===== config.mk =====
export PLATFORM = sky130hd
export DESIGN_NAME = mcast_pe_feeder
export DESIGN_NICKNAME = d
export VERILOG_FILES = /design/src/rtl/conv_pkg.sv /design/src/rtl/mc_sync_fifo.sv /design/src/rtl/mcast_pe_feeder.sv
export SDC_FILE = /design/constraint.sdc
export NUM_CORES = 1
export LEC_CHECK = 0
export CAP_MARGIN = 20
export CORE_MARGIN = 3
export CORE_UTILIZATION = 44
export CTS_BUF_LIST = sky130_fd_sc_hd__clkbuf_16
export DETAILED_ROUTE_END_ITERATION = 6
export PLACE_DENSITY = 0.73
export SLEW_MARGIN = 25
export SYNTH_ARGS = -nofsm -noshare
export SYNTH_HDL_FRONTEND = slang
export SYNTH_SLANG_ARGS = --single-unit

===== constraint.sdc =====
create_clock -name clk -period 5.1 [get_ports clk]
set_clock_uncertainty 0.2 [all_clocks]
set_input_delay 1.02 -clock clk [delete_from_list [all_inputs] [get_ports clk]]
set_output_delay 1.02 -clock clk [all_outputs]
set_load 0.01 [all_outputs]

===== src/rtl/conv_pkg.sv =====
// Shared types for the column multicaster: FSM states, the buffered bus word
// and stream-enable bit positions.
package conv_pkg;

  localparam int MC_DW    = 16;
  localparam int EN_IFMAP = 0;
  localparam int EN_FLTR  = 1;
  localparam int EN_PSUM  = 2;

  typedef enum logic [1:0] {
    IDLE,
    RUN,
    WAIT_PSUM,
    DRAIN
  } mc_state_e;

  typedef struct packed {
    logic [2:0]         en;
    logic [MC_DW-1:0]   ifmap;
    logic [MC_DW-1:0]   fltr;
    logic [2*MC_DW-1:0] psum;
  } mc_word_t;

  // A zero-length window is treated as a single-word window.
  function automatic logic [7:0] mc_ksize_norm(input logic [7:0] k);
    return (k == 8'd0) ? 8'd1 : k;
  endfunction

endpackage


===== src/rtl/mc_sync_fifo.sv =====
// Registered synchronous FIFO; the head is always presented on o_rd_data
// and a pushed word becomes visible the cycle after the push.
module mc_sync_fifo #(
  parameter int WIDTH = 8,
  parameter int DEPTH = 2,
  localparam int AW = $clog2(DEPTH)
) (
  input  logic             clk,
  input  logic             rst_n,
  input  logic             i_push,
  input  logic [WIDTH-1:0] i_wr_data,
  input  logic             i_pop,
  output logic [WIDTH-1:0] o_rd_data,
  output logic             o_full,
  output logic             o_empty
);

  localparam logic [AW:0] PTR_ONE = {{AW{1'b0}}, 1'b1};

  logic [WIDTH-1:0] r_mem [DEPTH];
  logic [AW:0]      r_wr_ptr;
  logic [AW:0]      r_rd_ptr;

  // Extra pointer MSB distinguishes full from empty when the indices match.
  assign o_empty   = (r_wr_ptr == r_rd_ptr);
  assign o_full    = (r_wr_ptr[AW] != r_rd_ptr[AW]) &&
                     (r_wr_ptr[AW-1:0] == r_rd_ptr[AW-1:0]);
  assign o_rd_data = r_mem[r_rd_ptr[AW-1:0]];

  always_ff @(posedge clk or negedge rst_n) begin
    if (!rst_n) begin
      r_wr_ptr <= '0;
      r_rd_ptr <= '0;
      for (int i = 0; i < DEPTH; i++) r_mem[i] <= '0;
    end else begin
      if (i_push && !o_full) begin
        r_mem[r_wr_ptr[AW-1:0]] <= i_wr_data;
        r_wr_ptr                <= r_wr_ptr + PTR_ONE;
      end
      if (i_pop && !o_empty) r_rd_ptr <= r_rd_ptr + PTR_ONE;
    end
  end

endmodule


===== src/rtl/mcast_pe_feeder.sv =====
// Column multicaster: filters bus words by tag, buffers them for one PE,
// counts one kernel window per pass and returns the finished psum to the bus.
module mcast_pe_feeder
  import conv_pkg::*;
#(
  parameter int DATA_WIDTH = MC_DW,
  parameter int NUM_COL    = 4,
  parameter int FIFO_DEPTH = 2,
  localparam int ID_W = $clog2(NUM_COL)
) (
  input  logic                    clk,
  input  logic                    rst_n,
  input  logic [ID_W-1:0]         cfg_id,
  input  logic                    bus_valid,
  output logic                    bus_ready,
  input  logic [ID_W-1:0]         bus_tag,
  input  logic [2:0]              bus_en,
  input  logic [DATA_WIDTH-1:0]   bus_ifmap,
  input  logic [DATA_WIDTH-1:0]   bus_fltr,
  input  logic [2*DATA_WIDTH-1:0] bus_psum,
  input  logic [7:0]              bus_ksize,
  output logic                    pe_valid,
  input  logic                    pe_ready,
  output logic [2:0]              pe_en,
  output logic [DATA_WIDTH-1:0]   pe_ifmap,
  output logic [DATA_WIDTH-1:0]   pe_fltr,
  output logic [2*DATA_WIDTH-1:0] pe_psum,
  input  logic                    pe_osum_valid,
  output logic                    pe_osum_ready,
  input  logic [2*DATA_WIDTH-1:0] pe_osum,
  output logic                    out_valid,
  input  logic                    out_ready,
  output logic [2*DATA_WIDTH-1:0] out_psum,
  output logic                    busy
);

  localparam int WORD_W = $bits(mc_word_t);

  mc_state_e r_state;
  mc_state_e w_state_nxt;
  logic [7:0] r_count;
  logic [7:0] r_ksize;
  logic [7:0] r_last_ksize;
  logic       r_out_valid;
  logic [2*DATA_WIDTH-1:0] r_out_psum;

  mc_word_t   w_wr_word;
  mc_word_t   w_head;
  logic       w_full;
  logic       w_empty;
  logic       w_match;
  logic       w_push;
  logic       w_pop;
  logic       w_osum_hs;
  logic       w_count_en;
  logic       w_start;
  logic [7:0] w_ksize_in;
  logic [7:0] w_start_ksize;

  assign w_match    = (bus_tag == cfg_id) && (bus_en != 3'b000);
  // Full blocks a matching word even if the PE pops this cycle.
  assign bus_ready  = !w_match || !w_full;
  assign w_push     = bus_valid && w_match && !w_full;
  assign w_wr_word  = '{en: bus_en, ifmap: bus_ifmap, fltr: bus_fltr, psum: bus_psum};
  assign w_ksize_in = mc_ksize_norm(bus_ksize);

  assign pe_valid   = !w_empty && (r_state == RUN);
  assign w_pop      = pe_valid && pe_ready;
  assign w_count_en = w_pop && w_head.en[EN_IFMAP];
  assign pe_en      = {w_head.en[EN_PSUM], w_head.en[EN_FLTR], w_head.en[EN_IFMAP]};
  assign pe_ifmap   = w_head.ifmap;
  assign pe_fltr    = w_head.fltr;
  assign pe_psum    = w_head.psum;

  assign pe_osum_ready = (r_state == WAIT_PSUM) && !r_out_valid;
  assign w_osum_hs     = pe_osum_valid && pe_osum_ready;
  assign out_valid     = r_out_valid;
  assign out_psum      = r_out_psum;
  assign busy          = (r_state != IDLE);

  mc_sync_fifo #(
    .WIDTH (WORD_W),
    .DEPTH (FIFO_DEPTH)
  ) u_fifo (
    .clk       (clk),
    .rst_n     (rst_n),
    .i_push    (w_push),
    .i_wr_data (w_wr_word),
    .i_pop     (w_pop),
    .o_rd_data (w_head),
    .o_full    (w_full),
    .o_empty   (w_empty)
  );

  always_ff @(posedge clk or negedge rst_n) begin
    if (!rst_n) r_state <= IDLE;
    else        r_state <= w_state_nxt;
  end

  always_comb begin
    w_state_nxt   = r_state;
    w_start       = 1'b0;
    w_start_ksize = w_ksize_in;
    case (r_state)
      IDLE: begin
        if (w_push) begin
          w_state_nxt = RUN;
          w_start     = 1'b1;
        end
      end
      RUN: begin
        if (w_count_en && (r_count == r_ksize - 8'd1)) w_state_nxt = WAIT_PSUM;
      end
      WAIT_PSUM: begin
        if (w_osum_hs) w_state_nxt = DRAIN;
      end
      DRAIN: begin
        // Words queued during the previous window start the next one directly.
        if (r_out_valid && out_ready) begin
          if (!w_empty || w_push) begin
            w_state_nxt   = RUN;
            w_start       = 1'b1;
            w_start_ksize = w_push ? w_ksize_in : r_last_ksize;
          end else begin
            w_state_nxt = IDLE;
          end
        end
      end
      default: w_state_nxt = IDLE;
    endcase
  end

  always_ff @(posedge clk or negedge rst_n) begin
    if (!rst_n) begin
      r_count      <= '0;
      r_ksize      <= 8'd1;
      r_last_ksize <= 8'd1;
    end else begin
      if (w_push) r_last_ksize <= w_ksize_in;
      if (w_start) begin
        r_count <= '0;
        r_ksize <= w_start_ksize;
      end else if ((r_state == RUN) && w_count_en) begin
        r_count <= r_count + 8'd1;
      end
    end
  end

  always_ff @(posedge clk or negedge rst_n) begin
    if (!rst_n) begin
      r_out_valid <= 1'b0;
      r_out_psum  <= '0;
    end else if (w_osum_hs) begin
      r_out_valid <= 1'b1;
      r_out_psum  <= pe_osum;
    end else if (r_out_valid && out_ready) begin
      r_out_valid <= 1'b0;
    end
  end

endmodule

# After elaboration in Yosys (flattened, before gate mapping)
# Cells that the tools add are included.
# classes
n_lt_le_gt_ge	3
bitwise	2
eq_ne	12
muxes	25
n_mul	0
shift	0
n_addsub	4
n_reduce_logical	28
div	0
# op_table
op	n
two-way mux 67 bit	4
bitwise mux 134 bit	1
demux 67 bit (select 1 bit)	1
two-way mux 8 bit	7
logical AND 1 bit	15
adder 8 x 1 -> 8 bit (second input constant)	1
equality test 8 bit	1
zero test 8 bit	1
two-way mux 2 bit	4
case mux 2 bit (4 select lines)	1
subtractor 8 x 1 -> 8 bit (second input constant)	1
two-way mux 1 bit	6
nonzero test 2 bit	3
adder 2 x 1 -> 2 bit (second input constant)	2
equality test 2 bit	2
equality test 2 bit (second input constant)	2
>= comparator 2 bit (second input constant)	2
zero test 1 bit	4
!= test 2 x 1 -> 1 bit (second input constant)	2
!= test 2 bit (second input constant)	2
inverter 1 -> 2 bit	2
AND reduction 4 bit	1
nonzero test 3 bit	1
equality test 2 x 1 -> 1 bit (second input constant)	1
other kinds (6)	7
# word_totals
latch_bits	0
mem_bits_ro	0
mem_count	0
inputBits	117
ff_bits	197
out_inout_bits	104
word_cells	84
ram_bits	0

# Longest topological paths before layout
# depth
word_depth	9
ltp_mapped	8
depth_no_buf	8

# Cells and area by module
# A second synthesis with hierarchy kept.
# hier_totals
hier_cells	601
hier_area_um2	8934.8
# modules_own_cells
mod	cells_per_inst	seq_area_each_um2	instances	area_each_um2
mc_sync_fifo	382	3453.3	1	6133.4
mcast_pe_feeder	219	1478.9	1	2801.4

# Worst setup path after synthesis
# No wires, ideal clock.
# synth_timing
path_type	input-to-reg
startpoint	in bus_en[1]
endpoint	reg u_fifo.r_mem[12] (netlist name)
arrival_ps	2466
n_path_buf	2
slack_ps	2309
setup_time_ps	125
required_ps	4775
path_stages	7
cell_sequence	nor3_1 and4bb_2 nor2b_2 nand2_1 buf_2 buf_4 mux2_2
# synth_via
elab_chain_cells	5
# synth_rtl
element	line	source
start, declared	mcast_pe_feeder.sv:17	input logic [2:0] bus_en,
nonzero test 3 bit	mcast_pe_feeder.sv:60	assign w_match = (bus_tag == cfg_id) && (bus_en != 3'b000);
logical AND 1 bit	mcast_pe_feeder.sv:60	
logical AND 1 bit (2 in a row)	mcast_pe_feeder.sv:63	assign w_push = bus_valid && w_match && !w_full;
logical AND 1 bit	mc_sync_fifo.sv:36	if (i_push && !o_full) begin
end signal, assigned by index	mc_sync_fifo.sv:37	r_mem[r_wr_ptr[AW-1:0]] <= i_wr_data;
end, declared	mc_sync_fifo.sv:20	logic [WIDTH-1:0] r_mem [DEPTH];
# No other way between the ends.
# A chain may end at the register's enable or synchronous reset.

# Worst setup path after layout
# layout_timing
startpoint	reg u_fifo.r_rd_ptr[0]
endpoint	out pe_psum[16]
# layout_via
elab_chain_cells	4
# layout_rtl
element	line	source
start, declared	mc_sync_fifo.sv:22	logic [AW:0] r_rd_ptr;
start signal, assigned	mc_sync_fifo.sv:40	if (i_pop && !o_empty) r_rd_ptr <= r_rd_ptr + PTR_ONE;
inverter 1 -> 2 bit (not written as such)	mc_sync_fifo.sv:28	assign o_rd_data = r_mem[r_rd_ptr[AW-1:0]];
two-way mux 67 bit (not written as such) (3 in a row)	mc_sync_fifo.sv:28	
end, declared	mcast_pe_feeder.sv:27	output logic [2*DATA_WIDTH-1:0] pe_psum,
# No other way between the ends. The select of a mux whose other input is x is not followed.

==> impl_metrics.env <==
export IMPL_outcome="completed"
export IMPL_hold_viol_final=0
export IMPL_fin_crit_sh_pct=76.3
export IMPL_drc=0
export IMPL_gp_congestion=0.852
export IMPL_num_antenna_cells=0
export IMPL_fp_row_count=51
export IMPL_worstSetupPathType="flip-flop to output pin"
export IMPL_synth_seq_area_share_pct=56.2
export IMPL_first_iter_violations=243
export IMPL_drt_vias_per_instance=5.10
export IMPL_leakage_nw=5.04
export IMPL_syn_inst=609
export IMPL_synthSimpleGateAreaFrac_pct=3.56
export IMPL_r2r_end="u_fifo.r_mem[1]"
export IMPL_maxCapViolations=0
export IMPL_cts_resized=0
export IMPL_firstDrtPassIters=6
export IMPL_critPathMaxFanout=47
export IMPL_syn_area_mm2=0.00877
export IMPL_setup_viol=0
export IMPL_p_per_area_mw_per_mm2=636
export IMPL_max_slew_margin_pct=35.1
export IMPL_hold_buffers=0
export IMPL_clkTransAtPathRegs_ps=70
export IMPL_ioPinCount=221
export IMPL_p_sw_w=0.00235
export IMPL_final_min_clock_period_ps=3890
export IMPL_layout_commonest_cell="mux2_2"
export IMPL_die_area_mm2=0.0217
export IMPL_worst_slack_ps=1210
export IMPL_timing_hold_ws_ps=234
export IMPL_p_seq_share_pct=37.4
export IMPL_mostFrequentLayoutCells="239 x mux2_2, 219 x clkdlybuf4s50_1, 194 x dfrtp_1"
export IMPL_wl_um=19600
export IMPL_vias=5628
export IMPL_synth_fp_nets=733
export IMPL_fmax_mhz=257
export IMPL_grt_pass1_wl_um=32600
export IMPL_synth_xor_area_share_pct=2.48
export IMPL_postRouteAntennaNets=0
export IMPL_grt_ovfl_total=0
export IMPL_synthMuxAreaShare_pct=32.0
export IMPL_pre_cts_ws_ps=953
export IMPL_nNetsFinal=949
export IMPL_clkLatencyLatePin_ps=420
export IMPL_grt_max_degree=124
export IMPL_cts_path_max_buffers=2
export IMPL_crit_path_end_kind="output pin"
export IMPL_die_h_um=147
export IMPL_required_ps=3880
export IMPL_cts_made_buffers=17
export IMPL_yosysUniqueCellTypes=51
export IMPL_arrival_ps=2670
export IMPL_start_util_pct=44.9
export IMPL_power_internal_w=0.00517
export IMPL_cts_tree="yes"
export IMPL_switching_share_pct=31.3
export IMPL_comb_power_share_pct=45.0
export IMPL_tns_ps=0
export IMPL_timing_final_max_slew_violations=0
export IMPL_grt_usage_pct=18.7
export IMPL_ir_worst_vdd_v=0.000365
export IMPL_min_path_type="primary input to asynchronous set/reset pin"
export IMPL_synth_top_family_by_area="multiplexers"
export IMPL_tightest_slew_ps=974
export IMPL_core_mm2=0.0195
export IMPL_cts_root_buf="clkbuf_16"
export IMPL_postSynthAreaPerCell_um2=14.4
export IMPL_worstRegToRegCells=5
export IMPL_cts_htree_levels=4
export IMPL_drive_gt1_share_pct=34.7
export IMPL_synth_edf_count=0
export IMPL_clkPwrFrac_pct=17.6
export IMPL_cp_start_kind="flip-flop"
export IMPL_postSynth_asyncResetShare_pct=100
export IMPL_synth_warnings=0
export IMPL_ff2ff_setup_slack_ps=1790
export IMPL_grt_pass1_vias=6345
export IMPL_synth_main_ff_cell="dfrtp_1"
export IMPL_die_width_um=147
export IMPL_clock_sinks=197
export IMPL_place_hpwl_um=13700
export IMPL_post_cts_buffers=0
export IMPL_synth_fa_ha_area_share_pct=0.998
export IMPL_ys_ff_latch=197
export IMPL_port_buffers=220
export IMPL_startpoint="u_fifo.r_rd_ptr[0]"
export IMPL_worstReg2RegStart="u_fifo.r_rd_ptr[0]"
export IMPL_utilization_pct=60.6
export IMPL_area_delta_synth_final_pct=34.8
export IMPL_synth_compound_area_share_pct=2.40
export IMPL_antenna_found_initial=0
export IMPL_rsz0062_at_grt="no"
export IMPL_wl_per_cell_um=17.8
## worst max path at each step
stage,end,slack (ps),cells after the start
floorplan,u_fifo.r_mem[12],2310,7
global placement,u_fifo.r_mem[36],1060,6
detailed placement,u_fifo.r_mem[34],950,6
CTS,pe_psum[16],1140,3
global route,pe_psum[16],1080,3
finish,pe_psum[16],1210,3
## sequential cells by signal (all words and copies together), names as in the netlist
name             cells
r_count              8
u_fifo.r_wr_ptr      2
r_last_ksize         8
r_state              2
out_psum            32
out_valid            1
u_fifo.r_rd_ptr      2
r_ksize              8
u_fifo.r_mem       134
## cell type report
class / instances / area [um^2]
clock inverter: 15 / 153
tap: 265 / 332
sequential: 197 / 4940
inverter: 12 / 45.0
fill: 1544 / 7690
clock buffer: 17 / 425
timing repair buffer: 226 / 2300
multi-input combinational: 371 / 3640
## routing by layer
metal	up-vias	GRT usage [%]	routed length, um	share of wire (%)
li1	2596	-	-	-
met1	2832	22.0	7880	40
met2	176	31.2	9610	49
met3	24	7.93	1830	9.3
met4	0	5.50	313	1.6
met5	-	0	0	0
## synthesized netlist by cell type, drive strengths merged, types with 6 or more instances
master	count	area share (%)
mux2	241	31
dfrtp	195	56
buf	19	1.4
nor2	15	0.64
xnor2	15	1.5
nand2	14	0.60
inv	12	0.51
clkbuf	10	0.43
o21ai	10	0.57
mux2i	9	1.0
xor2	9	0.98
ha	7	1.0
nor3	6	0.40
## power by group through the flow
stage          Combinational (W)  Clock, W  Sequential [W]
6_report                 0.00338   0.00132         0.00282
5_1_grt                  0.00364   0.00142         0.00293
4_1_cts                  0.00343   0.00136         0.00282
3_5_place_dp             0.00340         0         0.00285
3_3_place_gp             0.00331         0         0.00278
2_1_floorplan            0.00192         0         0.00269
## logic make-up (layout without fill, tap and decap cells)
| family | Yosys count | after routing |
|---|---|---|
| multiplexers | 250 | 250 |
| AO/OA/AOI/OAI | 30 | 30 |
| XOR/XNOR | 24 | 24 |
| flip-flops | 197 | 197 |
| adder cells (fa/ha/maj) | 7 | 7 |
| AND/OR/NAND/NOR | 60 | 60 |
| buffers and inverters | 41 | 270 |
## critical path: stages (launching register included)
cell and delay (ps):
dfrtp_4 870, buf_4 450, mux2_2 390, clkdlybuf4s50_1 500
## per-stage QoR
stage / power [W] / area [um^2] / std cells
final: 0.00752 / 11800 / 1103
after global routing: 0.00799 / 11800 / 1103
after CTS: 0.00761 / 11800 / 1102
after detailed placement: 0.00625 / 11200 / 1070
after global placement: 0.00610 / 11200 / 1070
after floorplan: 0.00462 / 8770 / 609
Power figures use the tool's default switching activity.
